--- config.mk ---
export PLATFORM = sky130hd
export DESIGN_NAME = lc3_dmem_responder
export DESIGN_NICKNAME = d
export VERILOG_FILES = /design/src/rtl/lc3_dmem_responder.sv
export SDC_FILE = /design/constraint.sdc
export NUM_CORES = 2
export LEC_CHECK = 0
export ABC_AREA = 0
export ABC_CLOCK_PERIOD_IN_PS = 5400
export CORE_ASPECT_RATIO = 1.1
export CORE_MARGIN = 1.5
export CORE_UTILIZATION = 35
export CTS_CLUSTER_SIZE = 10
export DETAILED_ROUTE_END_ITERATION = 16
export SETUP_SLACK_MARGIN = 0.2
export SKIP_CTS_REPAIR_TIMING = 1
export SYNTH_ARGS = -nofsm -noshare
export SYNTH_HDL_FRONTEND = slang
export SYNTH_SLANG_ARGS = --single-unit
--- constraint.sdc ---
create_clock -name clk -period 5.4 [get_ports clk]
set_input_delay 1.08 -clock clk [delete_from_list [all_inputs] [get_ports clk]]
set_output_delay 1.08 -clock clk [all_outputs]
set_load 0.02 [all_outputs]
--- src/rtl/lc3_dmem_responder.sv ---
// Data-memory responder for the PUnC core: valid/ready request and response channels,
// programmable wait states, flop-based word store and out-of-range error flagging.
module lc3_dmem_responder #(
    parameter int unsigned DEPTH   = 128,
    parameter int unsigned LATENCY = 2
) (
    input  logic        clk,
    input  logic        rst,
    input  logic        req_valid,
    output logic        req_ready,
    input  logic        req_we,
    input  logic [15:0] req_addr,
    input  logic [15:0] req_wdata,
    output logic        rsp_valid,
    input  logic        rsp_ready,
    output logic [15:0] rsp_rdata,
    output logic        rsp_err,
    output logic        busy
);

    localparam int unsigned AW = (DEPTH > 1) ? $clog2(DEPTH) : 1;
    localparam int unsigned CW = 4;

    typedef enum logic [1:0] {
        ST_IDLE,
        ST_BUSY,
        ST_RESP
    } state_t;

    state_t         state_q, state_d;
    logic [CW-1:0]  cnt_q, cnt_d;
    logic           we_q, we_d;
    logic [15:0]    addr_q, addr_d;
    logic [15:0]    wdata_q, wdata_d;
    logic           rsp_valid_q, rsp_valid_d;
    logic [15:0]    rsp_rdata_q, rsp_rdata_d;
    logic           rsp_err_q, rsp_err_d;
    logic [15:0]    mem_q [DEPTH];

    logic           do_work;
    logic           mem_we;
    logic           op_we;
    logic [15:0]    op_addr;
    logic [15:0]    op_wdata;
    logic           op_in_range;

    // With zero wait states the access happens on the accept edge, so use the live request.
    always_comb begin
        op_we    = we_q;
        op_addr  = addr_q;
        op_wdata = wdata_q;
        if (state_q == ST_IDLE) begin
            op_we    = req_we;
            op_addr  = req_addr;
            op_wdata = req_wdata;
        end
        op_in_range = (32'(op_addr) < DEPTH);
    end

    // Next-state, capture and response computation.
    always_comb begin
        state_d     = state_q;
        cnt_d       = cnt_q;
        we_d        = we_q;
        addr_d      = addr_q;
        wdata_d     = wdata_q;
        rsp_valid_d = rsp_valid_q;
        rsp_rdata_d = rsp_rdata_q;
        rsp_err_d   = rsp_err_q;
        do_work     = 1'b0;
        mem_we      = 1'b0;

        case (state_q)
            ST_IDLE: begin
                if (req_valid) begin
                    we_d    = req_we;
                    addr_d  = req_addr;
                    wdata_d = req_wdata;
                    if (LATENCY == 0) begin
                        state_d = ST_RESP;
                        do_work = 1'b1;
                    end else begin
                        state_d = ST_BUSY;
                        cnt_d   = CW'(LATENCY);
                    end
                end
            end
            ST_BUSY: begin
                cnt_d = cnt_q - CW'(1);
                if (cnt_q == CW'(1)) begin
                    state_d = ST_RESP;
                    do_work = 1'b1;
                end
            end
            ST_RESP: begin
                if (rsp_ready) begin
                    state_d     = ST_IDLE;
                    rsp_valid_d = 1'b0;
                    rsp_rdata_d = 16'h0000;
                    rsp_err_d   = 1'b0;
                end
            end
            default: begin
                state_d = ST_IDLE;
            end
        endcase

        if (do_work) begin
            rsp_valid_d = 1'b1;
            rsp_rdata_d = 16'h0000;
            rsp_err_d   = 1'b0;
            if (!op_in_range) begin
                rsp_err_d = 1'b1;
            end else if (op_we) begin
                mem_we = 1'b1;
            end else begin
                rsp_rdata_d = mem_q[op_addr[AW-1:0]];
            end
        end
    end

    always_ff @(posedge clk) begin
        if (rst) begin
            state_q     <= ST_IDLE;
            cnt_q       <= '0;
            we_q        <= 1'b0;
            addr_q      <= 16'h0000;
            wdata_q     <= 16'h0000;
            rsp_valid_q <= 1'b0;
            rsp_rdata_q <= 16'h0000;
            rsp_err_q   <= 1'b0;
        end else begin
            state_q     <= state_d;
            cnt_q       <= cnt_d;
            we_q        <= we_d;
            addr_q      <= addr_d;
            wdata_q     <= wdata_d;
            rsp_valid_q <= rsp_valid_d;
            rsp_rdata_q <= rsp_rdata_d;
            rsp_err_q   <= rsp_err_d;
        end
    end

    // Word store; reset clears every location.
    always_ff @(posedge clk) begin
        if (rst) begin
            for (int unsigned i = 0; i < DEPTH; i++) begin
                mem_q[i] <= 16'h0000;
            end
        end else if (mem_we) begin
            mem_q[op_addr[AW-1:0]] <= op_wdata;
        end
    end

    assign req_ready = (state_q == ST_IDLE);
    assign busy      = (state_q != ST_IDLE);
    assign rsp_valid = rsp_valid_q;
    assign rsp_rdata = rsp_rdata_q;
    assign rsp_err   = rsp_err_q;

endmodule

**After elaboration in Yosys (flattened, before gate mapping)**

Memories as Yosys holds them, arrays and structs flattened.
Index checks and enable logic that the tools add are counted.

- Register bits: 57
- Bits in latches: 0
- Bits in writable memories: 2048
- ROM bits: 0
- Input port bits: 37
- Output and inout bits: 20
- Word-level logic and storage cells: 59
- Memories kept: 1

Memory list:

| name | words | width | rd ports | clocked after memory_dff | write ports | line | source |
|---|---|---|---|---|---|---|---|
| mem_q | 128 | 16 | 1 | 0 | 128 | 38 | `logic [15:0] mem_q [DEPTH];` |

- Add/subtract/negate cells: 1
- Multiply operators: 0
- Divide/modulo/power cells: 0
- $lt $le $gt $ge: 1
- Eq/ne operators: 6
- Shift operators: 0
- Muxes and demuxes: 32
- Bitwise logic cells: 0
- Reduce and logical (&&, ||, !) cells: 10

Operator list:

| operator | count |
|---|---|
| $mux 16 | 8 |
| $mux 1 | 17 |
| $lt 16x8->1 const B | 1 |
| $reduce_or 16->1 | 1 |
| $pmux 4 s2 | 1 |
| $reduce_bool 2->1 | 4 |
| $mux 7 | 1 |
| $mux 2 | 3 |
| $ne 2x2->1 const B | 3 |
| $pmux 2 s3 | 1 |
| $reduce_and 2->1 | 3 |
| $eq 4x1->1 const B | 1 |
| $mux 4 | 1 |
| $sub 4x1->4 const B | 1 |
| $reduce_and 3->1 | 1 |
| $eq 2x1->1 const B | 1 |
| $eq 2x2->1 const B | 1 |
| $logic_not 2->1 | 1 |

**Longest topological paths before layout**

- Word-level depth: 10
- Gate-level depth with buffers: 15
- Mapped depth without buffers: 9

**Least setup slack after synthesis**

Ideal clock, no wire load.

- Kind: in2reg
- Start: input req_addr[2]
- End: memory mem_q[12][0], enable pin
- Setup time: 0.375 ns
- Arrival time: 3.236 ns
- Required time: 5.025 ns
- Slack: 1.789 ns
- Stages on the path: 8
- Path buffers: 2
- Cell sequence: buf_2 -> or4b_2 -> o21ai_1 -> nand2_1 -> nor2_2 -> buf_4 -> nand2_1 -> nand2b_1

RTL lines:

| what | line | source |
|---|---|---|
| start, declared | 12 | `input logic [15:0] req_addr,` |
| end, declared | 38 |  |

**Worst setup path in the final report**

- Start: input req_addr[0]
- End: register rsp_rdata_q[5] (netlist: rsp_rdata[5])

- Word-level cells in the longest chain between the ends: 5
- Elaborated cells on any way between the ends: 6
- Classes of those cells: order compare: 1; mux: 4; memory: 1

RTL lines:

| what | line | source |
|---|---|---|
| $mux 16 * | 52 | `if (state_q == ST_IDLE) begin` |
| $mem_v2 128x16 | n/a |  |
| $mux 16 | 114 | `end else if (op_we) begin` |
| $mux 16 * | 112 | `if (!op_in_range) begin` |
| $mux 16 * | 108 | `if (do_work) begin` |
| end signal, assigned | 139 | `rsp_rdata_q <= rsp_rdata_d;` |
| end, declared | 36 | `logic [15:0] rsp_rdata_q, rsp_rdata_d;` |

Mark *: on every way between the ends. The rest lies on a longest branch, timed or not.
A chain may end at the register's enable or synchronous reset.

==> impl_results.md <==
- Synth async-reset ratio: 0
- Worst setup SP type: primary input
- Die W: 489.1 microns
- Initial antenna violation count: 15
- Slew Limit Fails: 0
- Worst slew pin tran: 1.333 ns
- First-pass GRT wire length: 445500 microns
- Fin crit period: 5.150 ns
- Number of buffers added on ports: 56
- Initial core utilization: 0.3513
- Fin. Hold Viols: 0
- Post-synth top flop: edfxtp_1
- Adder-cell area share of the yosys netlist: 0.0002750
- Grt ovf: 0
- Routed vias: 66660
- Flops & latches, synth: 2105
- Slowest stage delay, CP: 1.08 ns
- Worst path arrival time: 5.97 ns
- WP data required: around 6.2 ns
- Final Cell Area: about 0.10 sq mm
- Inst Count DP: 11290
- Clk slew on worst S/H paths: about 0.060 ns
- RePlAce Congestion: between 0.9 and 1
- Mapped Area: 0.09099 sq mm
- HP Class: flop to flop
- Largest net degree at the start of global routing: 129
- Simple-gate portion of the synthesized area: 0.1743
- Worst path slowest cell: a2111oi_1
- Root Driver: clkbuf_16
- First-pass iteration count of the detailed router: 7
- Count leader, synth: nor2_1
- CTS buffer count: 233
- H-Tree Depth: 4
- Post-Syn Instances: 7988
- Worst-path cell chain: clkdlybuf4s50_1 > or3b_2 > nand2_8 > buf_12 > a211oi_1 > o41ai_1 > a41oi_1 > a2111oi_1 > buf_4 > o21ai_0 > o21ai_1
- Outcome: completed
- Layout cells sized above 1: 0.1063
- Die Span Y: 537.8 microns
- Leak: 35.78 nW
- Final Skew: between 0.04 and 0.05 ns
- Crit end category: flop
- Largest family of logic cells by synthesized area: simple AND/OR/NAND/NOR gates
- Syn_area_per_cell: 11.39 sq um
- Compound-Gate Fraction of Synth Area: 0.08336
- DRT iter0 DRCs: 8965
- Synth top cells by count: nor2_1 (2137), edfxtp_1 (2048), nand2_1 (1132)
- F_max: 194.2 MHz
- GRT Util Overall: 0.2309
- Final net count: 8096
- Largest cells by area after synthesis: edfxtp_1 (68%), nor2_1 (8.8%), nand2_1 (4.7%)
- Fin util: 0.4040
- Sinks on Clock Net: roughly 2100
- # IOs: 57
- Max cap viols: 0
- CTS max path bufs: 3
- Register area share after synthesis: 0.6884
- Number of enable flip-flop cells after synthesis: between 2000 and 2500
- RSZ-0062 raised after global routing: no
- Ys Warns: 0
- Row Count: 196
- WL final: between 300000 and 400000 microns
- P&R area growth vs syn: 14.97%
- Yosys top cell area share: 0.6759
- Post-DP HPWL: about 190000 microns
- Critical path class: primary input to flop
- Yosys cell types: 72
- Setup-failing EPs final: 0
- Placement Cell Area: 0.09799 sq mm
- Worst Path Buf+Inv: 3
- Vias in the first global route: 64390
- CTS tree: yes
- Delay-heaviest family, CP: compound AO/OA/AOI/OAI gates
- Mux contribution to synthesized area: 0.01832
- Worst vdd ir: 337.0 uV
- PwrDens: about 360 mW/mm^2
- Residual DRC: 0
- Max_slew headroom: 0.1054
- CORE AREA: 0.2590 sq mm
- Final Non-Filler Cells: 11650
- Clk_lat worst skew: 0.90 ns
- Wire per inst: 26.61 microns
- Area share of xor/xnor cells in the synthesized design: 0
- Die footprint: between 0.2 and 0.3 sq mm
- Post-synth net total: between 8000 and 9000
- Period utilisation layout: 0.9537
- Crit path max fanout: 42
- Via density: about 5.7
- Post-DRT Antenna Nets: 0
- Largest area contributor in the netlist: edfxtp_1
-- worst paths after layout --
check / from / slack (ns) / endpoint / cells past startpoint
setup / recovery: req_addr[0] / 0.25 / rsp_rdata[5] / 11
hold / removal: addr_q[10] / 0.46 / addr_q[10] / 2
hold reg to reg: addr_q[10] / 0.46 / addr_q[10] / 2
setup reg to reg: state_q[0] / 0.35 / rsp_rdata[5] / 13
-- final cells by class --
class / instances / area (sq um)
Antenna cell: 8 / 20.02
Clock buffer: 344 / 6342
Clock inverter: 15 / 255.2
Fill cell: 24470 / 154400
Inverter: 6 / 27.53
Multi-Input combinational cell: 5129 / 25530
Sequential cell: 2105 / 62640
Tap cell: 3465 / 4335
Timing Repair Buffer: 582 / 5461
-- registers in the layout, indices dropped and copies added (netlist names) --
signal     count
wdata_q       16
cnt_q          4
addr_q        16
rsp_valid      1
rsp_rdata     16
mem_q       2048
rsp_err        1
state_q        2
we_q           1
-- layer usage --
metal | GRT usage | part of all wire | up-vias
met5 | 0 | 0.00039 | -
met4 | 0.1109 | 0.051 | 18
met3 | 0.04504 | 0.11 | 701
met2 | 0.3623 | 0.46 | 3986
met1 | 0.3070 | 0.38 | 33320
li1 | - | - | 28630
-- where the power goes --
part	internal, mW	total, mW	leakage [nW]	switching [mW]
Combinational	1.15	4.39	11.0	3.24
Clock	8.03	14.4	3.16	6.36
Sequential	18.4	18.6	21.6	0.183
-- cell families after synthesis --
logic type / count (synthesis)
compound gates: 1065
buf+inv: 754
mux: 166
flops: 2105
fa+ha+maj: 2
simple gates: 3896
-- cell usage in the layout (no fill, tap or decap), types with 120 or more instances in the layout --
master     instances
mux2i_1          148
clkbuf_16        237
a32oi_1          120
nand2_1         1131
a31oi_1          221
nand2b_1         148
edfxtp_1        2048
nand3_1          302
o22ai_1          195
buf_4            450
nor2_1          2136
-- worst min-delay path, cell delays in order (launching register included) --
cell and delay, ns:
dfxtp_1 0.31, nand2_1 0.05, a21oi_1 0.05
-- stage by stage --
stage	power [mW]	TNS [ns]	hold WS (ns)	worst slack, ns
after global routing	38.25	0	0.4864	0.3396
after CTS	37.39	0	0.4623	0.3338
final	37.38	0	0.4604	0.2499
after detailed placement	23.22	-0.6692	0.4548	-0.5920
after global placement	23.17	-0.6383	0.4437	-0.6349
after floorplan	21.11	0	0.4357	1.789
No activity file was read; power rests on OpenSTA's default activity.
